<file path="config.mk">
export PLATFORM = sky130hd
export DESIGN_NAME = imp_var_isd_unit
export DESIGN_NICKNAME = d
export VERILOG_FILES = /design/src/rtl/imp_var_isd_unit.sv
export SDC_FILE = /design/constraint.sdc
export NUM_CORES = 1
export LEC_CHECK = 0
export ABC_AREA = 1
export CORE_AREA = 5 5 158 160
export DETAILED_ROUTE_END_ITERATION = 7
export DIE_AREA = 0 0 163 165
export PLACE_DENSITY_LB_ADDON = 0.2
export SLEW_MARGIN = 30
export SYNTH_ARGS = -nofsm -noshare
export SYNTH_HDL_FRONTEND = slang
export SYNTH_SLANG_ARGS = --single-unit
</file>
<file path="constraint.sdc">
create_clock -name i_clk -period 11.8 [get_ports i_clk]
set_clock_uncertainty 0.1 [all_clocks]
set_input_delay 2.36 -clock i_clk [delete_from_list [all_inputs] [get_ports i_clk]]
set_output_delay 2.36 -clock i_clk [all_outputs]
set_load 0.02 [all_outputs]
</file>
<file path="src/rtl/imp_var_isd_unit.sv">
// imp_var_isd_unit: variance / integer-sqrt / reciprocal stage of the AILayerNorm datapath.
// Captures E[x] and E[x^2] on their done strobes, then computes
//   var = max(E[x^2] - E[x]^2, 0), std = floor(sqrt(var)), inv_std = min(2^16 / max(std,1), 65535)
// with bit-serial shift-subtract hardware. Fixed latency of 28 edges from the later strobe.
// Ports:
//   i_clk, i_rstn            clock, async active-low reset
//   i_Ex_done / i_Ex         E[x] strobe and signed 8-bit value
//   i_Ex2_done / i_Ex2       E[x^2] strobe and signed 16-bit value
//   o_busy                   high while the unit is not idle
//   o_done                   one-cycle pulse when o_var/o_std/o_inv_std update
//   o_var, o_std, o_inv_std  results, held until the next o_done or reset
module imp_var_isd_unit (
  input  logic               i_clk,
  input  logic               i_rstn,
  input  logic               i_Ex_done,
  input  logic signed [7:0]  i_Ex,
  input  logic               i_Ex2_done,
  input  logic signed [15:0] i_Ex2,
  output logic               o_busy,
  output logic               o_done,
  output logic [15:0]        o_var,
  output logic [7:0]         o_std,
  output logic [15:0]        o_inv_std
);

  localparam int unsigned EX_W       = 8;
  localparam int unsigned EX2_W      = 16;
  localparam int unsigned ROOT_W     = 8;
  localparam int unsigned SREM_W     = 10;
  localparam int unsigned QUO_W      = 17;
  localparam int unsigned CNT_W      = 5;
  localparam int unsigned SQRT_STEPS = 8;
  localparam int unsigned DIV_STEPS  = 17;

  typedef enum logic [2:0] {
    S_IDLE,
    S_VAR,
    S_SQRT,
    S_DIV,
    S_DONE
  } state_t;

  state_t                    state;
  logic signed [EX_W-1:0]    ex_r;
  logic signed [EX2_W-1:0]   ex2_r;
  logic                      ex_flag;
  logic                      ex2_flag;
  logic [EX2_W-1:0]          var_r;
  logic [EX2_W-1:0]          rad_r;
  logic [SREM_W-1:0]         srem_r;
  logic [ROOT_W-1:0]         root_r;
  logic [QUO_W-1:0]          dvd_r;
  logic [ROOT_W-1:0]         drem_r;
  logic [QUO_W-1:0]          quo_r;
  logic [CNT_W-1:0]          cnt_r;

  logic signed [EX2_W-1:0]   sq_c;
  logic signed [EX2_W:0]     diff_c;
  logic [EX2_W-1:0]          var_nx_c;
  logic [SREM_W+1:0]         srem_sh_c;
  logic [SREM_W+1:0]         strial_c;
  logic                      sfit_c;
  logic [SREM_W-1:0]         srem_nx_c;
  logic [ROOT_W-1:0]         divisor_c;
  logic [ROOT_W:0]           drem_sh_c;
  logic                      dfit_c;
  logic [ROOT_W-1:0]         drem_nx_c;

  // Variance with clamp, plus one step each of the sqrt and division iterations.
  always_comb begin
    sq_c      = 16'(ex_r) * 16'(ex_r);
    diff_c    = 17'(ex2_r) - 17'(sq_c);
    var_nx_c  = diff_c[EX2_W] ? '0 : diff_c[EX2_W-1:0];

    // Sqrt: bring down two radicand bits, try subtracting (4*root + 1).
    srem_sh_c = {srem_r, rad_r[EX2_W-1 -: 2]};
    strial_c  = {2'b00, root_r, 2'b01};
    sfit_c    = (srem_sh_c >= strial_c);
    srem_nx_c = sfit_c ? SREM_W'(srem_sh_c - strial_c) : SREM_W'(srem_sh_c);

    // Division: a zero root divides by one so std=0 saturates like std=1.
    divisor_c = (root_r == '0) ? ROOT_W'(1) : root_r;
    drem_sh_c = {drem_r, dvd_r[QUO_W-1]};
    dfit_c    = (drem_sh_c >= {1'b0, divisor_c});
    drem_nx_c = dfit_c ? ROOT_W'(drem_sh_c - {1'b0, divisor_c}) : ROOT_W'(drem_sh_c);
  end

  // Control FSM, datapath registers and registered outputs.
  always_ff @(posedge i_clk or negedge i_rstn) begin
    if (!i_rstn) begin
      state     <= S_IDLE;
      ex_r      <= '0;
      ex2_r     <= '0;
      ex_flag   <= 1'b0;
      ex2_flag  <= 1'b0;
      var_r     <= '0;
      rad_r     <= '0;
      srem_r    <= '0;
      root_r    <= '0;
      dvd_r     <= '0;
      drem_r    <= '0;
      quo_r     <= '0;
      cnt_r     <= '0;
      o_busy    <= 1'b0;
      o_done    <= 1'b0;
      o_var     <= '0;
      o_std     <= '0;
      o_inv_std <= '0;
    end else begin
      o_done <= 1'b0;
      case (state)
        S_IDLE: begin
          if (i_Ex_done) begin
            ex_r    <= i_Ex;
            ex_flag <= 1'b1;
          end
          if (i_Ex2_done) begin
            ex2_r    <= i_Ex2;
            ex2_flag <= 1'b1;
          end
          if (ex_flag && ex2_flag) begin
            state  <= S_VAR;
            o_busy <= 1'b1;
          end
        end

        S_VAR: begin
          var_r    <= var_nx_c;
          rad_r    <= var_nx_c;
          srem_r   <= '0;
          root_r   <= '0;
          cnt_r    <= '0;
          ex_flag  <= 1'b0;
          ex2_flag <= 1'b0;
          state    <= S_SQRT;
        end

        S_SQRT: begin
          srem_r <= srem_nx_c;
          root_r <= {root_r[ROOT_W-2:0], sfit_c};
          rad_r  <= {rad_r[EX2_W-3:0], 2'b00};
          cnt_r  <= cnt_r + CNT_W'(1);
          if (cnt_r == CNT_W'(SQRT_STEPS - 1)) begin
            cnt_r  <= '0;
            dvd_r  <= QUO_W'(1) << 16;
            drem_r <= '0;
            quo_r  <= '0;
            state  <= S_DIV;
          end
        end

        S_DIV: begin
          drem_r <= drem_nx_c;
          dvd_r  <= {dvd_r[QUO_W-2:0], 1'b0};
          quo_r  <= {quo_r[QUO_W-2:0], dfit_c};
          cnt_r  <= cnt_r + CNT_W'(1);
          if (cnt_r == CNT_W'(DIV_STEPS - 1)) begin
            cnt_r <= '0;
            state <= S_DONE;
          end
        end

        S_DONE: begin
          o_var     <= var_r;
          o_std     <= root_r;
          o_inv_std <= quo_r[QUO_W-1] ? 16'hFFFF : quo_r[QUO_W-2:0];
          o_done    <= 1'b1;
          o_busy    <= 1'b0;
          state     <= S_IDLE;
        end

        default: begin
          state  <= S_IDLE;
          o_busy <= 1'b0;
        end
      endcase
    end
  end

endmodule
</file>
==> reports/qor.txt <==
status - finished, final reports clean
Final TNS setup - 0 ns
# setup viols final - 0
post-route cell area - 11,900 sq um
grt total ovfl - 0
Final Max Slew Viols - 0
startpoint types - register
share of post-route cells with drive strength above 1 - 7.47%
CTS Hold Bufs - 0
clk sinks - 152
root buffer cell - clkbuf_16
Rows - 56
max_cap viols - 0
H-tree depth - 4
post-CTS setup buffers - 0
Async S/R FF share, synth - 100%
Die Span Y - 165 um
worst skew pair latency - 0.43 ns
HPWL Detailed - 16,600 um
initial antenna violation count - 0
Max Root-Sink Buffers - 2
setup ws final - 6.37 ns
final hold slack - 0.372 ns
Avg Inst Size Synth - 8.14 sq um
CP required - 12.04 ns
CTS Buf Count - 17
Yosys reg bits - 152
CORE AREA - 23,300 sq um
syn nets - 1,418
routed length per instance - 13.4 um
io pins - 70
Final Wtd Congestion - 0.900
placed cell area - 11,300 sq um
vias in the first global route - 8,005
multi-input logic area - 5310 sq um
post-cts sizing count - 0
All-Layer GR Usage - 17.8%
slew at the pin closest to its max-slew limit - 0.702 ns
first-pass GRT wire length - 39,000 um
antenna viol nets, final - 0
Die W - 163 um
WL final - 22,200 um
total of warnings raised by yosys - 0
TritonRoute pass-1 iters - 5
cell area after synthesis - 10,400 sq um
DR DRC count - 0
minimum clock period - 5.43 ns
number of synthesized flops with an enable pin - 0
Synth Instances - 1,272
register area share after synthesis - 36.7%
TritonCTS clock tree - done
post-route clock period utilization - 46.0%
Post-synth top flop - dfrtp_1
storage element area - 3800 sq um
Area growth syn-to-layout - 14.8%
WS Path Type - reg2reg
IO Port Bufs - 69
fillers - 2,294
Antenna Cells - 0
critical path arrival - 5.67 ns
clock slew at reported path FFs - 0.07 ns
largest net degree at the start of global routing - 77
post-synth cell types - 49
area of the die - 26,900 sq um
Nets - 1,472
Vias - 7,947
CP max FO - 16
1st-iter DRT viols - 389
crit end category - register
Slew HR - 53.2%
Final Hold Fails - 0
via density per instance - 4.79
RSZ-0062 raised after global routing - no
worst hold path class - reg2reg
Setup WS pre-CTS - 6.36 ns
initial core utilization - 44.5%
max frequency - 0.184 GHz
==> cells in the mapped netlist (2+ instances only) <==
cell	n	area, sq um
o21bai_1	4	30.0
and2_1	3	18.8
nor3_4	2	32.5
a21oi_2	2	17.5
nand4_1	17	106
a21o_1	2	15.0
buf_1	2	7.51
nor3_1	4	20.0
o22ai_1	32	200
nor2_1	85	319
nand2_2	20	125
fa_1	59	1180
nand3b_1	5	37.5
dfrtp_1	152	3800
buf_2	10	50.1
nor2_2	2	12.5
ha_1	59	738
mux2_4	2	30.0
o21ai_2	2	17.5
a21oi_1	49	245
xor2_1	12	105
xnor2_1	10	87.6
nand2_1	305	1140
mux2_2	3	33.8
o21ai_0	41	205
clkbuf_1	16	60.1
nand3_2	6	60.1
inv_2	11	41.3
nor2_4	4	45.0
nand3_1	45	225
o21ai_1	3	15.0
or2_2	3	18.8
buf_6	3	33.8
inv_1	261	980
buf_4	6	45.0
a31oi_1	17	106
==> state kept, by name, indices dropped and copies added, names as in the netlist <==
register	count
ex_flag	1
o_inv_std	16
quo_r	17
dvd_r	1
drem_r	8
root_r	8
ex2_flag	1
var_r	16
ex_r	8
rad_r	16
state	3
o_std	8
o_done	1
ex2_r	16
o_busy	1
srem_r	10
o_var	16
cnt_r	5
==> cell type report <==
| class | instances | area share (%) |
|---|---|---|
| clock buffer | 17 | 3.58 |
| clock inverter | 15 | 1.40 |
| inverter | 274 | 8.67 |
| multi-input combinational | 808 | 44.6 |
| sequential | 152 | 32.0 |
| tap | 319 | 3.36 |
| timing repair buffer | 73 | 6.35 |
==> layout by cell type, fill, tap and decap left out, types with 6 or more instances in the layout <==
| cell type | count |
|---|---|
| o22ai_1 | 32 |
| clkdlybuf4s50_1 | 68 |
| o21ai_0 | 41 |
| nor2_1 | 85 |
| a31oi_1 | 17 |
| ha_1 | 59 |
| inv_1 | 261 |
| nand2_1 | 305 |
| inv_2 | 11 |
| nand2_2 | 20 |
| nand3_1 | 45 |
| fa_1 | 59 |
| nand4_1 | 17 |
| clkbuf_16 | 17 |
| xor2_1 | 12 |
| xnor2_1 | 10 |
| dfrtp_1 | 152 |
| nand3_2 | 6 |
| a21oi_1 | 49 |
==> through the flow <==
step,utilization (%),std cells
6_report,51.1,1658
5_1_grt,51.1,1658
4_1_cts,51.1,1658
3_5_place_dp,48.6,1626
3_3_place_gp,48.3,1624
2_1_floorplan,-,1272
==> critical path: stages, from the launching register on <==
cell	delay [ns]
dfrtp_1	0.50
nand2_1	0.18
inv_1	0.10
fa_1	0.74
fa_1	0.62
fa_1	0.58
inv_1	0.06
fa_1	0.52
inv_1	0.05
fa_1	0.49
inv_1	0.04
ha_1	0.36
nand2_1	0.09
nand2_1	0.06
nand3_1	0.06
nand2_1	0.05
a21oi_1	0.15
nand3_1	0.14
nand2_4	0.21
nand3_1	0.13
o21ai_0	0.11
==> path summary, 6_finish.rpt <==
check,startpoint,end,slack [ns],cells after the start
setup reg to reg,ex_r[0]$_DFFE_PN0P_,var_r[2]$_DFFE_PN0P_,6.37,20
hold / removal,o_var[14]$_DFFE_PN0P_,o_var[14]$_DFFE_PN0P_,0.37,2
setup / recovery,ex_r[0]$_DFFE_PN0P_,var_r[2]$_DFFE_PN0P_,6.37,20
hold reg to reg,o_var[14]$_DFFE_PN0P_,o_var[14]$_DFFE_PN0P_,0.37,2
max in group asynchronous,i_rstn,srem_r[6]$_DFFE_PN0P_,8.52,3
min in group asynchronous,i_rstn,o_inv_std[11]$_DFFE_PN0P_,1.87,1
==> cell families (layout without fill, tap and decap cells) <==
kind of cell / count (synthesis) / after routing / synth area share [%]
adders and majority gates: 118 / 118 / 18.5
AOI/OAI and AO/OA: 158 / 158 / 8.84
DFF: 152 / 152 / 36.7
and+or+nand+nor: 505 / 505 / 21.4
xor gates and xnor gates: 22 / 22 / 1.86
buffers and inverters: 312 / 379 / 12.0
muxes: 5 / 5 / 0.616
==> routing by layer <==
metal | up-vias | track usage (%) | share of wire (%)
met2 | 141 | 30.4 | 48
met1 | 3765 | 24.2 | 47
met5 | - | 0 | 0
li1 | 4021 | - | -
met4 | 0 | 4.61 | 1.3
met3 | 20 | 2.50 | 3.1
Power is left out: the tool's default activity adds up to more than one toggle a clock period on the data nets, which glitch-free logic cannot reach.
